**src/rtl/cp0_pkg.sv**
```systemverilog
// Shared CP0 constants: register indices, ExcCodes, and field positions.
// Cause layout helper used by the read path.
package cp0_pkg;

  localparam logic [4:0] COUNT_IDX   = 5'd9;
  localparam logic [4:0] COMPARE_IDX = 5'd11;
  localparam logic [4:0] STATUS_IDX  = 5'd12;
  localparam logic [4:0] CAUSE_IDX   = 5'd13;
  localparam logic [4:0] EPC_IDX     = 5'd14;

  localparam logic [4:0] EXC_INT     = 5'd0;
  localparam logic [4:0] EXC_SYSCALL = 5'd8;
  localparam logic [4:0] EXC_BREAK   = 5'd9;
  localparam logic [4:0] EXC_TEQ     = 5'd13;

  localparam int IE_BIT      = 0;
  localparam int IM_LSB      = 8;
  localparam int IM_MSB      = 15;
  localparam int IP_LSB      = 8;
  localparam int IP_MSB      = 15;
  localparam int EXCCODE_LSB = 2;
  localparam int EXCCODE_MSB = 6;
  localparam int TI_BIT      = 30;

  function automatic logic [31:0] pack_cause(input logic ti, input logic [7:0] ip,
                                             input logic [4:0] exccode);
    logic [31:0] c;
    c = '0;
    c[TI_BIT] = ti;
    c[IP_MSB:IP_LSB] = ip;
    c[EXCCODE_MSB:EXCCODE_LSB] = exccode;
    return c;
  endfunction

endpackage

```
**src/rtl/cp0_timer.sv**
```systemverilog
// Count/Compare timer with sticky TI flag; only instantiated when
// CP0_CTRL_TIMER_EN is defined.
module cp0_timer (
  input  logic        clk,
  input  logic        rst,
  input  logic        wr_count,
  input  logic        wr_compare,
  input  logic [31:0] wdata,
  output logic [31:0] count,
  output logic [31:0] compare,
  output logic        ti
);

  logic [31:0] count_q, count_d;
  logic [31:0] compare_q, compare_d;
  logic        ti_q, ti_d;

  always_comb begin
    count_d   = wr_count ? wdata : count_q + 32'd1;
    compare_d = wr_compare ? wdata : compare_q;
    // Writing Compare acknowledges the timer and beats a same-cycle match.
    if (wr_compare)
      ti_d = 1'b0;
    else
      ti_d = ti_q | ((count_q == compare_q) && (compare_q != 32'd0));
  end

  always_ff @(posedge clk) begin
    if (rst) begin
      count_q   <= '0;
      compare_q <= '0;
      ti_q      <= 1'b0;
    end else begin
      count_q   <= count_d;
      compare_q <= compare_d;
      ti_q      <= ti_d;
    end
  end

  assign count   = count_q;
  assign compare = compare_q;
  assign ti      = ti_q;

endmodule

```
**src/rtl/cp0_ctrl.sv**
```systemverilog
// Coprocessor-0: Status/Cause/EPC, exception entry and ERET, interrupt latching.
// Optional Count/Compare timer is enabled by defining CP0_CTRL_TIMER_EN.
import cp0_pkg::*;

module cp0_ctrl #(
  parameter int          NUM_IRQ      = 6,
  parameter logic [31:0] EXC_VECTOR   = 32'h0000_0004,
  parameter logic [31:0] STATUS_RST   = 32'h0000_0000,
  parameter int          STATUS_SHIFT = 5
) (
  input  logic               clk,
  input  logic               rst,
  input  logic               mfc0,
  input  logic               mtc0,
  input  logic [31:0]        pc,
  input  logic [4:0]         Rd,
  input  logic [31:0]        wdata,
  input  logic               exception,
  input  logic               eret,
  input  logic [4:0]         cause,
  input  logic [NUM_IRQ-1:0] irq,
  output logic [31:0]        rdata,
  output logic [31:0]        status,
  output logic [31:0]        exc_addr,
  output logic               irq_req
);

  logic [31:0] status_q, status_d;
  logic [31:0] epc_q, epc_d;
  logic [4:0]  exccode_q, exccode_d;
  logic [7:0]  ip_q, ip_d;
  logic        mtc0_en;
  logic        ti;
  logic [7:0]  ip_eff;
  logic [31:0] cause_val;

  // Exception and ERET both swallow a same-cycle MTC0.
  assign mtc0_en = mtc0 & ~exception & ~eret;

`ifdef CP0_CTRL_TIMER_EN
  logic [31:0] count, compare;

  cp0_timer u_timer (
    .clk        (clk),
    .rst        (rst),
    .wr_count   (mtc0_en && (Rd == COUNT_IDX)),
    .wr_compare (mtc0_en && (Rd == COMPARE_IDX)),
    .wdata      (wdata),
    .count      (count),
    .compare    (compare),
    .ti         (ti)
  );
`else
  assign ti = 1'b0;
`endif

  always_comb begin
    ip_d = '0;
    ip_d[NUM_IRQ+1:2] = irq;
  end

  always_comb begin
    status_d  = status_q;
    epc_d     = epc_q;
    exccode_d = exccode_q;
    if (exception) begin
      status_d  = status_q << STATUS_SHIFT;
      epc_d     = pc;
      exccode_d = cause;
    end else if (eret) begin
      status_d = status_q >> STATUS_SHIFT;
    end else if (mtc0) begin
      case (Rd)
        STATUS_IDX: status_d  = wdata;
        CAUSE_IDX:  exccode_d = wdata[EXCCODE_MSB:EXCCODE_LSB];
        EPC_IDX:    epc_d     = wdata;
        default:    ;
      endcase
    end
  end

  always_ff @(posedge clk) begin
    if (rst) begin
      status_q  <= STATUS_RST;
      epc_q     <= '0;
      exccode_q <= '0;
      ip_q      <= '0;
    end else begin
      status_q  <= status_d;
      epc_q     <= epc_d;
      exccode_q <= exccode_d;
      ip_q      <= ip_d;
    end
  end

  assign ip_eff    = ip_q | {ti, 7'b0};
  assign cause_val = pack_cause(ti, ip_eff, exccode_q);

  always_comb begin
    rdata = '0;
    if (mfc0) begin
      case (Rd)
        STATUS_IDX:  rdata = status_q;
        CAUSE_IDX:   rdata = cause_val;
        EPC_IDX:     rdata = epc_q;
`ifdef CP0_CTRL_TIMER_EN
        COUNT_IDX:   rdata = count;
        COMPARE_IDX: rdata = compare;
`endif
        default:     rdata = '0;
      endcase
    end
  end

  assign status   = status_q;
  assign irq_req  = status_q[IE_BIT] & |(ip_eff & status_q[IM_MSB:IM_LSB]);
  assign exc_addr = (eret && !exception) ? epc_q : EXC_VECTOR;

endmodule
```
**config.mk**
```make
export PLATFORM = sky130hd
export DESIGN_NAME = cp0_ctrl
export DESIGN_NICKNAME = d
export VERILOG_FILES = /design/src/rtl/cp0_pkg.sv /design/src/rtl/cp0_timer.sv /design/src/rtl/cp0_ctrl.sv
export SDC_FILE = /design/constraint.sdc
export NUM_CORES = 1
export LEC_CHECK = 0
export BUFFER_PORTS_ARGS = -buffer_cell sky130_fd_sc_hd__clkbuf_2
export CAP_MARGIN = 0
export CORE_MARGIN = 4
export CORE_UTILIZATION = 45
export DETAILED_ROUTE_END_ITERATION = 16
export GPL_TIMING_DRIVEN = 0
export PLACE_DENSITY = 0.77
export REMOVE_ABC_BUFFERS = 1
export SKIP_CTS_REPAIR_TIMING = 1
export SLEW_MARGIN = 10
export SYNTH_ARGS = -nofsm -noshare
export SYNTH_HDL_FRONTEND = slang
export SYNTH_SLANG_ARGS = --single-unit
```
**constraint.sdc**
```tcl
create_clock -name clk -period 1.3 [get_ports clk]
set_input_delay 0.065 -clock clk [delete_from_list [all_inputs] [get_ports clk]]
set_output_delay 0.065 -clock clk [all_outputs]
set_load 0.1 [all_outputs]
```
==> results of run 1 <==
[cells in the mapped netlist (all sizes together) (10+ instances only)]
| cell type | number | area [µm²] |
|---|---|---|
| a221oi | 10 | 87.6 |
| nand2 | 50 | 188 |
| nand2b | 23 | 144 |
| o21ai | 15 | 75.1 |
| inv | 13 | 48.8 |
| and2 | 32 | 203 |
| clkbuf | 30 | 113 |
| o211ai | 27 | 203 |
| dfxtp | 75 | 1500 |
| buf | 29 | 195 |
| nor2b | 30 | 188 |
| mux2 | 39 | 439 |
| a211oi | 21 | 158 |
| mux2i | 49 | 490 |
| nor2 | 56 | 210 |
| a2111oi | 21 | 298 |
| a32oi | 11 | 96.3 |
[kinds of logic after synthesis]
group | after synthesis | synth area share, %
flops | 75 | 30.3
simple gates | 211 | 22.0
buf+inv | 72 | 7.19
compound gates | 126 | 21.8
mux | 88 | 18.7
[state kept, by name, summed over array words and instances (netlist names)]
register	flops
epc_q	32
exccode_q	5
status	32
ip_eff	6
[final cells by class]
cell class / instances / area, µm²
Multi-Input combinational cell: 429 / 3380
Tap cell: 140 / 175
Timing Repair Buffer: 237 / 2110
Clock buffer: 13 / 139
Fill cell: 773 / 3340
Clock inverter: 3 / 15.0
Inverter: 13 / 56.3
Sequential cell: 75 / 1570
[final timing paths]
| path | start | endpoint | slack, ps | cells past startpoint |
|---|---|---|---|---|
| hold / removal | wdata[20] | epc_q[20] | 0.3 | 3 |
| setup reg to reg | status[11] | status[6] | 110 | 4 |
| hold reg to reg | epc_q[19] | epc_q[19] | 470 | 2 |
| setup / recovery | status[10] | rdata[10] | -280 | 4 |
[report_power, final]
group	internal, mW	switching [mW]
clock network	0.689	0.857
registers	2.46	0.164
logic	0.723	1.47
total	3.87	2.49
[layer usage]
| metal | track usage (%) | vias to the layer above | part of all wire (%) |
|---|---|---|---|
| met5 | 0 | - | 0 |
| met4 | 8.01 | 0 | 4.2 |
| met3 | 5.51 | 101 | 8.7 |
| met2 | 42.4 | 382 | 49 |
| met1 | 31.8 | 2643 | 38 |
| li1 | - | 2466 | - |
[worst min-delay path: cells and delay by family]
| kind | cells | cell delay, ps |
|---|---|---|
| compound gates | 1 | 80 |
| simple gates | 1 | 60 |
| buf+inv | 1 | 90 |
[stage by stage]
stage | std cells | hold WS, ps | cell area [µm²]
global route | 910 | -3.32 | 7450
finish | 910 | 0.307 | 7450
floorplan | 513 | 129 | 4650
global placement | 835 | 286 | 5740
CTS | 856 | -75.4 | 6030
detailed placement | 840 | 290 | 5880
==> results.ini, run 1 <==
[outcome]
status=finished with violations
violations=negative setup slack

[worst_setup_path]
cp-end-kind=output port
cp_slowest_cell=dfxtp_2
critPathLaunchType=register
critPathMaxStageDelay_ps=360
critical_path.top_delay_family=flip-flops
cp_max_fo=6
critPathBufInv=1
crit_required_ps=1240
cp_cell_sequence=mux2_1 -> a32oi_1 -> nor2_1 -> buf_6
critPathKind=register to output port
worstPathArrival_ps=1510

[pwr]
p_leak_nw=3.06
power.density_nw_per_um2=854
vdd_drop_max_uv=586
p_total_mw=6.36

[floorplanning]
rows=38
coreArea_um2=10800
die_w_um=113
num_io_pins=183
fp.dieH_um=113
start_util_pct=46.0
die_area_um2=12800

[final_layout]
fin_util_pct=69.0
drive_above_1_share_pct=42.5
diodes=0
areaGrowthSynthToFinish_pct=50.2
layout.nets=851
layout.cells.most_common=clkbuf_2
final_cell_mix=clkbuf_2 (98), nand2_1 (50), mux2i_1 (47)

[timing]
worst_slew_pin_slew_ps=738
slew_viol_final=0
timing.setup.tns_ps=-3350
setup_ws_ps=-277
rsz0062_at_grt=true
period_needed_ps=1580
finClkSkew_ps=8.46
max_slew_margin_pct=50.8
fin_crit_sh_pct=121
finalHoldViolations=0
max_freq_mhz=634
final-setup-viol-count=25

[logic_synthesis]
async_flop_share_pct=0
synthCells=572
synth_edf_count=0
syn_avg_cell_area_um2=8.68
ys_seq_area_share_pct=30.3
yosysWarnings=0
synthFlopType=dfxtp_1
yosys.cell_types.count=41
synth-seq-cells=75
syn_area_um2=4960

[global_routing]
grt_max_degree=134
gr-total-overflow=0
antenna_found_initial=0
grt_pass1_wl_mm=26.0
track_usage_pct=25.1
grt_pass1_vias=5000

[placed_design]
gp_congestion=0.844
portBuffers=182
dp_hpwl_mm=11.4
place_ws_ps=-1430

[clock_tree]
clkSlewWorstSetupHoldPaths_ps=70
clock_sinks=75
cts_tree=yes
numCtsBuffers=9
cts_max_level=3
clock_latency_ps=350
cts_max_path_buffers=2
root_buffer=clkbuf_8

[route]
route.detailed.drc=0
wl_mm=19.9
routedWlPerCell_um=21.9
firstDrtPassIters=5
antenna_left=0
vias_per_cell=6.15
drtIter0Drc=546
vias=5592

[worst_hold_path]
hold_class=input pin to register

[flow_run]
drv_cap=0

No activity file was read; power rests on OpenSTA's default activity.
==> run 2, diff against run 1 <==
--- a/config.mk
+++ b/config.mk
@@ -8,10 +8,9 @@
 export BUFFER_PORTS_ARGS = -buffer_cell sky130_fd_sc_hd__clkbuf_2
 export CAP_MARGIN = 0
 export CORE_MARGIN = 4
-export CORE_UTILIZATION = 45
+export CORE_UTILIZATION = 25
 export DETAILED_ROUTE_END_ITERATION = 16
 export GPL_TIMING_DRIVEN = 0
-export PLACE_DENSITY = 0.77
 export REMOVE_ABC_BUFFERS = 1
 export SKIP_CTS_REPAIR_TIMING = 1
 export SLEW_MARGIN = 10
==> results.ini, run 2 (synthesis results as in run 1) <==
[floorplanning]
rows=51
fp.dieH_um=149
coreArea_um2=19500
die_area_um2=22200
start_util_pct=25.5
num_io_pins=183
die_w_um=149

[timing]
hold_ws_ps=5.67
final-setup-viol-count=30
max_freq_mhz=678
rsz0062_at_grt=true
timing.setup.tns_ps=-2630
period_needed_ps=1480
max_slew_margin_pct=48.8
setup_ws_ps=-176
worst_slew_pin_slew_ps=767
finClkSkew_ps=6.04
fin_crit_sh_pct=114
slew_viol_final=0
finalHoldViolations=0

[route]
routedWlPerCell_um=20.7
vias=5171
antenna_left=0
vias_per_cell=4.99
route.detailed.drc=0
drtIter0Drc=250
wl_mm=21.4
firstDrtPassIters=5

[pwr]
pwr-share-comb_pct=30.2
power.share.sequential_pct=36.2
clkPwrFrac_pct=33.7
power.density_nw_per_um2=942
swShare_pct=35.9
vdd_drop_max_uv=613
power_switching_mw=2.61
p_int_mw=4.67
p_leak_nw=3.11

[global_routing]
gr-total-overflow=0
grtUsageMet2_pct=27.4
track_usage_pct=16.7
met1_usage_pct=22.1
antenna_found_initial=0
grt_max_degree=134
grt_pass1_wl_mm=28.3
gr-usage-met3_pct=4.13
grt_pass1_vias=4770
grt-busiest-layer=met2

[worst_hold_path]
hp-start=wdata[1]
hold_class=input pin to register
hold_path_end=status[1]
min_path_cells=3

[outcome]
violations=negative setup slack
status=finished with violations

[worst_setup_path]
critPathLaunchType=register
critPathKind=register to output port
worstReg2RegEnd=status[10]
cp_max_fo=4
cp-end-kind=output port
worstPathArrival_ps=1410
reg2reg_depth=4
regToRegSetupSlack_ps=140
cp-startpoint=status[2]
crit_required_ps=1240
rr_startpoint=status[15]

[final_layout]
areaGrowthSynthToFinish_pct=55.6
layout.nets=853
design_area_um2=7720
fin_util_pct=39.7
drive_above_1_share_pct=42.9
diodes=0
nFillCells=1905
final_cell_mix=clkbuf_2 (90), dfxtp_1 (52), nand2_1 (50)
layout.cells.most_common=clkbuf_2
final_cells=1036

[clock_tree]
numCtsBuffers=9
clock_latency_ps=340
cts_tree=yes
clkSlewWorstSetupHoldPaths_ps=60
cts_max_path_buffers=2
root_buffer=clkbuf_16
cts_max_level=3
clock_sinks=75

[placed_design]
dp_cells=966
gp_congestion=0.719
dp_hpwl_mm=13.1
portBuffers=182
placed_area_um2=6030

[flow_run]
drv_cap=0

-- run 2: changes by cell type in the layout (fill, tap and decap cells not counted), moves of 4 or more --
cell and change:
buf_4 +8, buf_6 -7, clkbuf_16 +10, clkbuf_2 -8, clkbuf_4 +11, clkbuf_8 -9, dfxtp_1 +11, dfxtp_2 -11
mux2_1 -6, mux2_4 +6, nor2_1 -4, nor2_4 +5
-- run 2: final cells by class --
cell class	count	area (µm²)	area share, %
Clock buffer	12	236	3.06
Multi-Input combinational cell	427	3390	43.9
Clock inverter	3	40.0	0.518
Sequential cell	75	1560	20.2
Inverter	13	56.3	0.729
Timing Repair Buffer	241	2110	27.3
Tap cell	265	332	4.29
-- run 2: routing by layer --
layer  wire, µm  vias up
li1           -     2471
met1       9600     2505
met2      10300      181
met3       1340       14
met4        170        0
met5          0        -
-- run 2: worst max-delay path by stage --
stage	to	slack, ps	depth (start not counted)
after global routing	rdata[14]	-230	4
after CTS	rdata[10]	-1450	5
after detailed placement	epc_q[25]	-1630	5
after floorplan	rdata[0]	-1890	3
after global placement	status[31]	-4640	4
final	rdata[2]	-180	4
-- run 2: worst max-delay path, cell delays in order (launching register included) --
cell	delay (ps)
dfxtp_4	350
mux2_4	270
a32oi_2	160
nor2_1	90
buf_6	200
-- run 2: stage by stage --
step           total power [mW]  setup WS [ps]
3_3_place_gp               4.53          -4640
5_1_grt                    7.56           -228
6_report                   7.28           -176
3_5_place_dp               4.56          -1630
4_1_cts                    7.03          -1450
2_1_floorplan              3.92          -1890
-- run 2: power groups by stage --
stage / Sequential, mW / Clock, mW / Combinational, mW
after floorplan: 3.09 / 0 / 0.834
after global placement: 2.68 / 0 / 1.85
after detailed placement: 2.69 / 0 / 1.88
after CTS: 2.64 / 2.52 / 1.88
after global routing: 2.65 / 2.58 / 2.33
final: 2.63 / 2.45 / 2.19
